`src/rtl/key_pkg.sv`:
```
// key_pkg: definitions shared by the key event arbiter and the debounce
// detector bank wrapper.
//   state_t               - arbiter FSM state encoding
//   KEY_NUM_DEFAULT       - default number of key inputs
//   KEY_IDX_BITS_DEFAULT  - default key index width
package key_pkg;

  localparam int unsigned KEY_NUM_DEFAULT      = 4;
  localparam int unsigned KEY_IDX_BITS_DEFAULT = 2;

  typedef enum logic [0:0] {
    ST_IDLE    = 1'b0,
    ST_PRESENT = 1'b1
  } state_t;

endpackage

```
`src/rtl/rr_pick.sv`:
```
// rr_pick: combinational round-robin priority encoder.
// Returns the first set request bit searching upward from ptr, wrapping
// from NUM_KEYS-1 back to 0.
//   req [NUM_KEYS]  - request bitmap
//   ptr [IDX_BITS]  - search start index (expected < NUM_KEYS)
//   any             - at least one request set
//   idx [IDX_BITS]  - selected index (0 when any is low)
module rr_pick
  import key_pkg::*;
#(
  parameter int unsigned NUM_KEYS = KEY_NUM_DEFAULT,
  parameter int unsigned IDX_BITS = KEY_IDX_BITS_DEFAULT
) (
  input  logic [NUM_KEYS-1:0] req,
  input  logic [IDX_BITS-1:0] ptr,
  output logic                any,
  output logic [IDX_BITS-1:0] idx
);

  // One extra bit so ptr+offset cannot overflow before the wrap compare.
  logic [IDX_BITS:0] w_pos;

  always_comb begin
    any   = 1'b0;
    idx   = '0;
    w_pos = '0;
    for (int unsigned i = 0; i < NUM_KEYS; i++) begin
      w_pos = {1'b0, ptr} + (IDX_BITS+1)'(i);
      // Explicit wrap so non-power-of-2 key counts work.
      if (w_pos >= (IDX_BITS+1)'(NUM_KEYS)) begin
        w_pos = w_pos - (IDX_BITS+1)'(NUM_KEYS);
      end
      if (!any && req[w_pos[IDX_BITS-1:0]]) begin
        any = 1'b1;
        idx = w_pos[IDX_BITS-1:0];
      end
    end
  end

endmodule

```
`src/rtl/key_event_arbiter.sv`:
```
// key_event_arbiter: latches single-cycle key press pulses as pending events
// and presents them one at a time, round-robin, over a valid/ready handshake.
//   sys_clk      - clock, rising edge
//   sys_rst      - synchronous reset, active-high
//   key_pulse_i  - one-cycle press pulses, bit n = key n
//   evt_valid_o  - event presented on evt_code_o
//   evt_code_o   - index of presented key
//   evt_ready_i  - consumer accepts when high with evt_valid_o
//   pending_o    - pending-event bitmap
//   drop_o       - one-cycle pulse: press discarded because key already pending
module key_event_arbiter
  import key_pkg::*;
#(
  parameter int unsigned NUM_KEYS = KEY_NUM_DEFAULT,
  parameter int unsigned IDX_BITS = KEY_IDX_BITS_DEFAULT
) (
  input  logic                sys_clk,
  input  logic                sys_rst,
  input  logic [NUM_KEYS-1:0] key_pulse_i,
  output logic                evt_valid_o,
  output logic [IDX_BITS-1:0] evt_code_o,
  input  logic                evt_ready_i,
  output logic [NUM_KEYS-1:0] pending_o,
  output logic                drop_o
);

  state_t              r_state, w_state_next;
  logic [NUM_KEYS-1:0] r_pending, w_pending_next, w_clear;
  logic                r_valid, w_valid_next;
  logic [IDX_BITS-1:0] r_code, w_code_next;
  logic [IDX_BITS-1:0] r_ptr, w_ptr_next;
  logic                r_drop, w_drop_next;
  logic                w_hs;
  logic                w_any;
  logic [IDX_BITS-1:0] w_pick;

  // Arbitrates over the registered bitmap only, so same-cycle pulses wait
  // for the next IDLE cycle.
  rr_pick #(
    .NUM_KEYS (NUM_KEYS),
    .IDX_BITS (IDX_BITS)
  ) u_rr_pick (
    .req (r_pending),
    .ptr (r_ptr),
    .any (w_any),
    .idx (w_pick)
  );

  assign w_hs    = r_valid & evt_ready_i;
  assign w_clear = w_hs ? (NUM_KEYS'(1) << r_code) : '0;

  always_comb begin
    w_state_next   = r_state;
    w_valid_next   = r_valid;
    w_code_next    = r_code;
    w_ptr_next     = r_ptr;
    // Set wins over clear: a pulse on the key being accepted re-arms it.
    w_pending_next = (r_pending & ~w_clear) | key_pulse_i;
    w_drop_next    = |(key_pulse_i & r_pending & ~w_clear);

    case (r_state)
      ST_IDLE: begin
        if (w_any) begin
          w_code_next  = w_pick;
          w_valid_next = 1'b1;
          w_state_next = ST_PRESENT;
        end
      end
      ST_PRESENT: begin
        if (w_hs) begin
          w_valid_next = 1'b0;
          w_ptr_next   = (r_code == IDX_BITS'(NUM_KEYS - 1)) ? '0
                                                             : r_code + IDX_BITS'(1);
          w_state_next = ST_IDLE;
        end
      end
      default: begin
        w_state_next = ST_IDLE;
        w_valid_next = 1'b0;
      end
    endcase
  end

  always_ff @(posedge sys_clk) begin
    if (sys_rst) begin
      r_state   <= ST_IDLE;
      r_pending <= '0;
      r_valid   <= 1'b0;
      r_code    <= '0;
      r_ptr     <= '0;
      r_drop    <= 1'b0;
    end else begin
      r_state   <= w_state_next;
      r_pending <= w_pending_next;
      r_valid   <= w_valid_next;
      r_code    <= w_code_next;
      r_ptr     <= w_ptr_next;
      r_drop    <= w_drop_next;
    end
  end

  assign evt_valid_o = r_valid;
  assign evt_code_o  = r_code;
  assign pending_o   = r_pending;
  assign drop_o      = r_drop;

endmodule

```
`config.mk`:
```
export PLATFORM = sky130hd
export DESIGN_NAME = key_event_arbiter
export DESIGN_NICKNAME = d
export VERILOG_FILES = /design/src/rtl/key_pkg.sv /design/src/rtl/rr_pick.sv /design/src/rtl/key_event_arbiter.sv
export SDC_FILE = /design/constraint.sdc
export NUM_CORES = 1
export LEC_CHECK = 0
export CAP_MARGIN = 20
export CORE_AREA = 3 3 40 42
export DETAILED_ROUTE_END_ITERATION = 10
export DIE_AREA = 0 0 43 45
export PLACE_DENSITY = 0.8
export SYNTH_ARGS = -nofsm -noshare
export SYNTH_HDL_FRONTEND = slang
export SYNTH_SLANG_ARGS = --single-unit
```
`constraint.sdc`:
```
create_clock -name sys_clk -period 1.65 [get_ports sys_clk]
set_input_delay 0.2475 -clock sys_clk [delete_from_list [all_inputs] [get_ports sys_clk]]
set_output_delay 0.2475 -clock sys_clk [all_outputs]
set_load 0.02 [all_outputs]
```
# Word-level counts from Yosys, hierarchy flattened
# Index checks and enable logic that the tools add are counted.
[op_classes]
add_sub_neg = 8
n_mul = 0
n_div = 0
magnitude_cmp = 8
n_eq_ne = 3
shifts = 1
n_mux = 28
bitwise = 7
reduce_logical = 10
[op_table]
columns = ["operator", "count"]
rows = [
  ["2-bit two-way mux", 9],
  ["4-bit bitwise AND", 3],
  ["2-bit by 3-bit < comparator with 1-bit output (second input constant)", 4],
  ["1-bit two-way mux", 12],
  ["3-bit greater-or-equal comparator (second input constant)", 3],
  ["1-bit binary-select mux with 2-bit select", 4],
  ["2-bit by 1-bit subtractor with 2-bit output (second input constant)", 4],
  ["2-bit by 2-bit adder with 3-bit output (second input constant)", 2],
  ["2-bit AND reduction", 3],
  ["4-bit two-way mux", 1],
  ["2-bit by 1-bit != test with 1-bit output (second input constant)", 2],
  ["4-bit inverter", 1],
  ["4-bit OR", 1],
  ["1-bit case mux with 2 select lines", 2],
  ["4-bit OR reduction", 1],
  ["1-bit by 2-bit left shift with 4-bit output (first input constant)", 1],
  ["2-bit by 1-bit adder with 3-bit output (second input constant)", 1],
  ["2-bit by 3-bit greater-or-equal comparator with 1-bit output (second input constant)", 1],
  ["1-bit logical AND", 3],
  ["1-bit logical NOT", 3],
  ["2-bit by 1-bit adder with 2-bit output (second input constant)", 1],
  ["2-bit == test (second input constant)", 1],
  ["1-bit bitwise AND", 1],
  ["1-bit inverter", 1],
]
[totals]
ff_bits = 11
latchBits = 0
mem_bits_rw = 0
romBits = 0
input_bits = 7
out_inout_bits = 8
elab_cells = 71
memories = 0

# Longest topological paths before layout
[logic_depth]
ltp_word = 16
mapped_depth = 5
mapped_depth_nobuf = 5

# Cells and area by module
# From an unflattened synthesis, not the netlist that was laid out.
[hier_totals]
hier_cells = 66
area_unflattened_um2 = 546.8
[modules_own_cells]
columns = ["mod", "instances", "cells_per_inst", "area_each_um2"]
rows = [
  ["key_event_arbiter", 1, 51, 469.2],
  ["rr_pick", 1, 15, 77.6],
]

# Worst setup path after synthesis
# OpenSTA, ideal clock, no wires.
[synth_path]
path_kind = "register to register"
startpoint = "register r_code[0] (netlist: evt_code_o[0])"
endpoint = "register r_drop (netlist: drop_o)"
setup_ps = 81
arrival_time_ps = 1173
required_ps = 1569
setup_slack_ps = 397
path_stages_with_launch = 6
n_path_buf = 0
synth_period_minus_slack_ps = 1253
cell_sequence = "dfxtp_1 -> inv_1 -> ha_1 -> nand3_1 -> nand3_1 -> a41oi_1"
[synth_between]
elab_chain_len = 5
[synth_rtl]
columns = ["element", "line", "source"]
rows = [
  ["from (decl)", "key_event_arbiter.sv:30", "logic [IDX_BITS-1:0] r_code, w_code_next;"],
  ["from (signal assigned)", "key_event_arbiter.sv:96", "r_code <= w_code_next;"],
  ["1-bit by 2-bit left shift with 4-bit output", "key_event_arbiter.sv:50", "assign w_clear = w_hs ? (NUM_KEYS'(1) << r_code) : '0;"],
  ["4-bit two-way mux", "key_event_arbiter.sv:50", ""],
  ["4-bit inverter", "key_event_arbiter.sv:59", "w_drop_next = |(key_pulse_i & r_pending & ~w_clear);"],
  ["4-bit bitwise AND", "key_event_arbiter.sv:59", ""],
  ["4-bit OR reduction", "key_event_arbiter.sv:59", ""],
  ["to (signal assigned)", "key_event_arbiter.sv:98", "r_drop <= w_drop_next;"],
  ["to (decl)", "key_event_arbiter.sv:32", "logic r_drop, w_drop_next;"],
]
# Every way passes these cells.
# A chain may end at the register's enable or synchronous reset.

# Final worst setup path
[layout_path]
startpoint = "register r_valid (netlist: evt_valid_o)"
endpoint = "output port evt_valid_o"
[layout_lines]
columns = ["element", "line", "source"]
rows = [
  ["from (decl)", "key_event_arbiter.sv:29", "logic r_valid, w_valid_next;"],
  ["from (signal assigned)", "key_event_arbiter.sv:95", "r_valid <= w_valid_next;"],
  ["to (decl)", "key_event_arbiter.sv:20", "output logic evt_valid_o,"],
]
# No word-level cell between the ends.

==> results.toml <==
[cells_and_area]
final_common_cell = "dfxtp_1"
design_area_sq_um = 740.7
final_cell_count_no_fill = 97
fillers = 122
ff_latch_area_sq_um = 220.2
multi_input_comb_area_sq_um = 314.1
syn_to_final_growth_pct = 33.03
drive_gt1_share_pct = 10.98
final_cell_mix = "dfxtp_1 (11), clkdlybuf4s50_1 (10), nand3_1 (9), nor2_1 (9), a21oi_1 (8)"
antenna_cells = 0
final_nets = 94
fin_util_pct = 57.64

[placement]
routabilityCongestion = 0.7836
dp_cells = 93
place_area_sq_um = 719.4
dp_hpwl_microns = 988
dp_slack_ps = 253.5
io_buffers = 14

[global_routing]
overflow = 0
antenna_found_initial = 0
grt_max_degree = 10
grt_pass1_wl_microns = 2173
track_usage_pct = 15.56
grt_pass1_vias = 494

[drt]
wl_met1_microns = 634
top_layer = "met4"
dr_wl_met2_microns = 576
avgRoutedWirePerCell_microns = 13.66
wl_met3_microns = 92
ant_nets = 0
drt-total-wl_microns = 1325
viasPerCell = 5.557
dr.pass1.iters = 4
drc = 0
drtIter0Drc = 7
route.vias.total = 539

[setup_path]
worstRegToRegCells = 5
crit_type = "reg2out"
crit_chain = "clkdlybuf4s50_1"
worst-path-buf-inv = 1
cpPeakStageDelay_ps = 650
cp-start-kind = "register"
cp_max_fo = 7
cp.depth = 1
cpMaxStageDelayCell = "clkdlybuf4s50_1"
arrival_ps = 1360
cp-end-kind = "primary output"
required_ps = 1400
critical-path-top-delay-family = "buffers and inverters"

[sta]
worstMarginPinSlew_ps = 361.1
rsz0062_at_grt = "false"
fin_crit_ps = 1607
clock.fmax_mhz = 622.5
setup_viol_count_final = 0
hold_ws_ps = 539.0
hold_viol = 0
finClkSkew_ps = 4.532
setup_slack_ps = 43.46
finalMaxSlewViolations = 0
relSlewSlack_pct = 75.85
tns_ps = 0
finalCritPeriodShare_pct = 97.37

[logic_synthesis]
synth_warnings = 0
synth_fa_ha_area_share_pct = 8.989
synth_ff_type = "dfxtp_1"
synth.distinct_cells = 22
synth.avg_cell_area_sq_um = 8.700
synth_top_family_by_area = "simple AND/OR/NAND/NOR gates"
synthCells = 64
synth_fp_nets = 75
ys_ff_latch = 11
synth.area.mux_share_pct = 1.798
yosys.area_share.simple_pct = 22.92
async_flop_share_pct = 0
yosysSeqAreaShare_pct = 39.55
synth_edf_count = 0
synth_compound_area_share_pct = 22.70
syn-cell-area_sq_um = 556.8
synth_xor_area_share_pct = 0

[hold_path]
hold_class = "reg2reg"
hold_depth = 2

[floorplan]
start_util_pct = 43.33
coreArea_sq_mm = 0.001285
dieWidth_microns = 43
rows = 13
die-area_sq_mm = 0.001935
die_y_microns = 45
ios = 15

[clocking]
clock_path_buffers = 2
numCtsBuffers = 3
htree_levels = 1
tritoncts = "built"
worst_skew_pair.late_latency_ps = 270
cts-root-buf = "clkbuf_4"
cts_num_sinks = 11
clk_pin_slew_ps = 70
post_cts_buffers = 0

[power]
p_total_mw = 0.6352
power_density_mw_per_mm2 = 857.5
leakage_nw = 0.3024
peakVddDrop_uv = 511.9

[job]
cap_violations = 0

[run_status]
status = "completed"
## per-layer routing
| metal | GRT usage, % | up-vias |
|---|---|---|
| met3 | 5.976 | 4 |
| li1 | - | 267 |
| met4 | 7.229 | 0 |
| met1 | 19.80 | 241 |
| met5 | 0 | - |
| met2 | 23.35 | 27 |
## where the power goes
part           switching (mW)  internal, mW
Sequential             0.0331         0.286
Clock                  0.0860        0.0936
Combinational          0.0691        0.0678
## synthesized netlist by cell type (2+ instances only)
cell	count	area (sq um)
inv_1	5	18.77
nand3_1	9	45.04
o21ai_0	2	10.01
o221ai_1	2	17.52
a21oi_1	8	40.04
nor2_1	9	33.78
dfxtp_1	11	220.2
ha_1	4	50.05
## kinds of logic after synthesis
family                     count (synthesis)
AOI/OAI and AO/OA                         18
muxes                                      1
adders and majority gates                  4
DFF                                       11
and+or+nand+nor                           24
buffers and inverters                      6
## final timing paths
path                       from          end  slack, ps
hold reg to reg         r_state      r_state        540
hold / removal          r_state      r_state        540
setup / recovery    evt_valid_o  evt_valid_o         40
setup reg to reg  evt_code_o[0]       drop_o        420
## flip-flops by register name (all words and copies together) (netlist names)
name and count:
pending_o 4, evt_code_o 2, r_ptr 2, evt_valid_o 1, r_state 1, drop_o 1
## timing repair
| action | in CTS | in global routing |
|---|---|---|
| endpoints found under the hold margin | 0 | 0 |
| gates resized for setup | 4 | 0 |
| setup endpoints to repair | 4 | 0 |
| hold buffers | 0 | 0 |
## layout make-up
| type | instances | share of cell area [%] |
|---|---|---|
| multi-input cells | 47 | 42.40 |
| inverters | 5 | 2.534 |
| well taps | 15 | 2.534 |
| clock buffers | 4 | 3.547 |
| flip-flops and latches | 11 | 29.73 |
| repair buffers | 15 | 19.26 |
## worst register-to-register path, delay by kind of cell (launching register included)
kind | cells | cell delay (ps)
buffers and inverters | 1 | 110
DFF | 1 | 400
adders and majority gates | 1 | 210
AOI/OAI and AO/OA | 1 | 220
and+or+nand+nor | 2 | 200
Power figures use the tool's default switching activity.
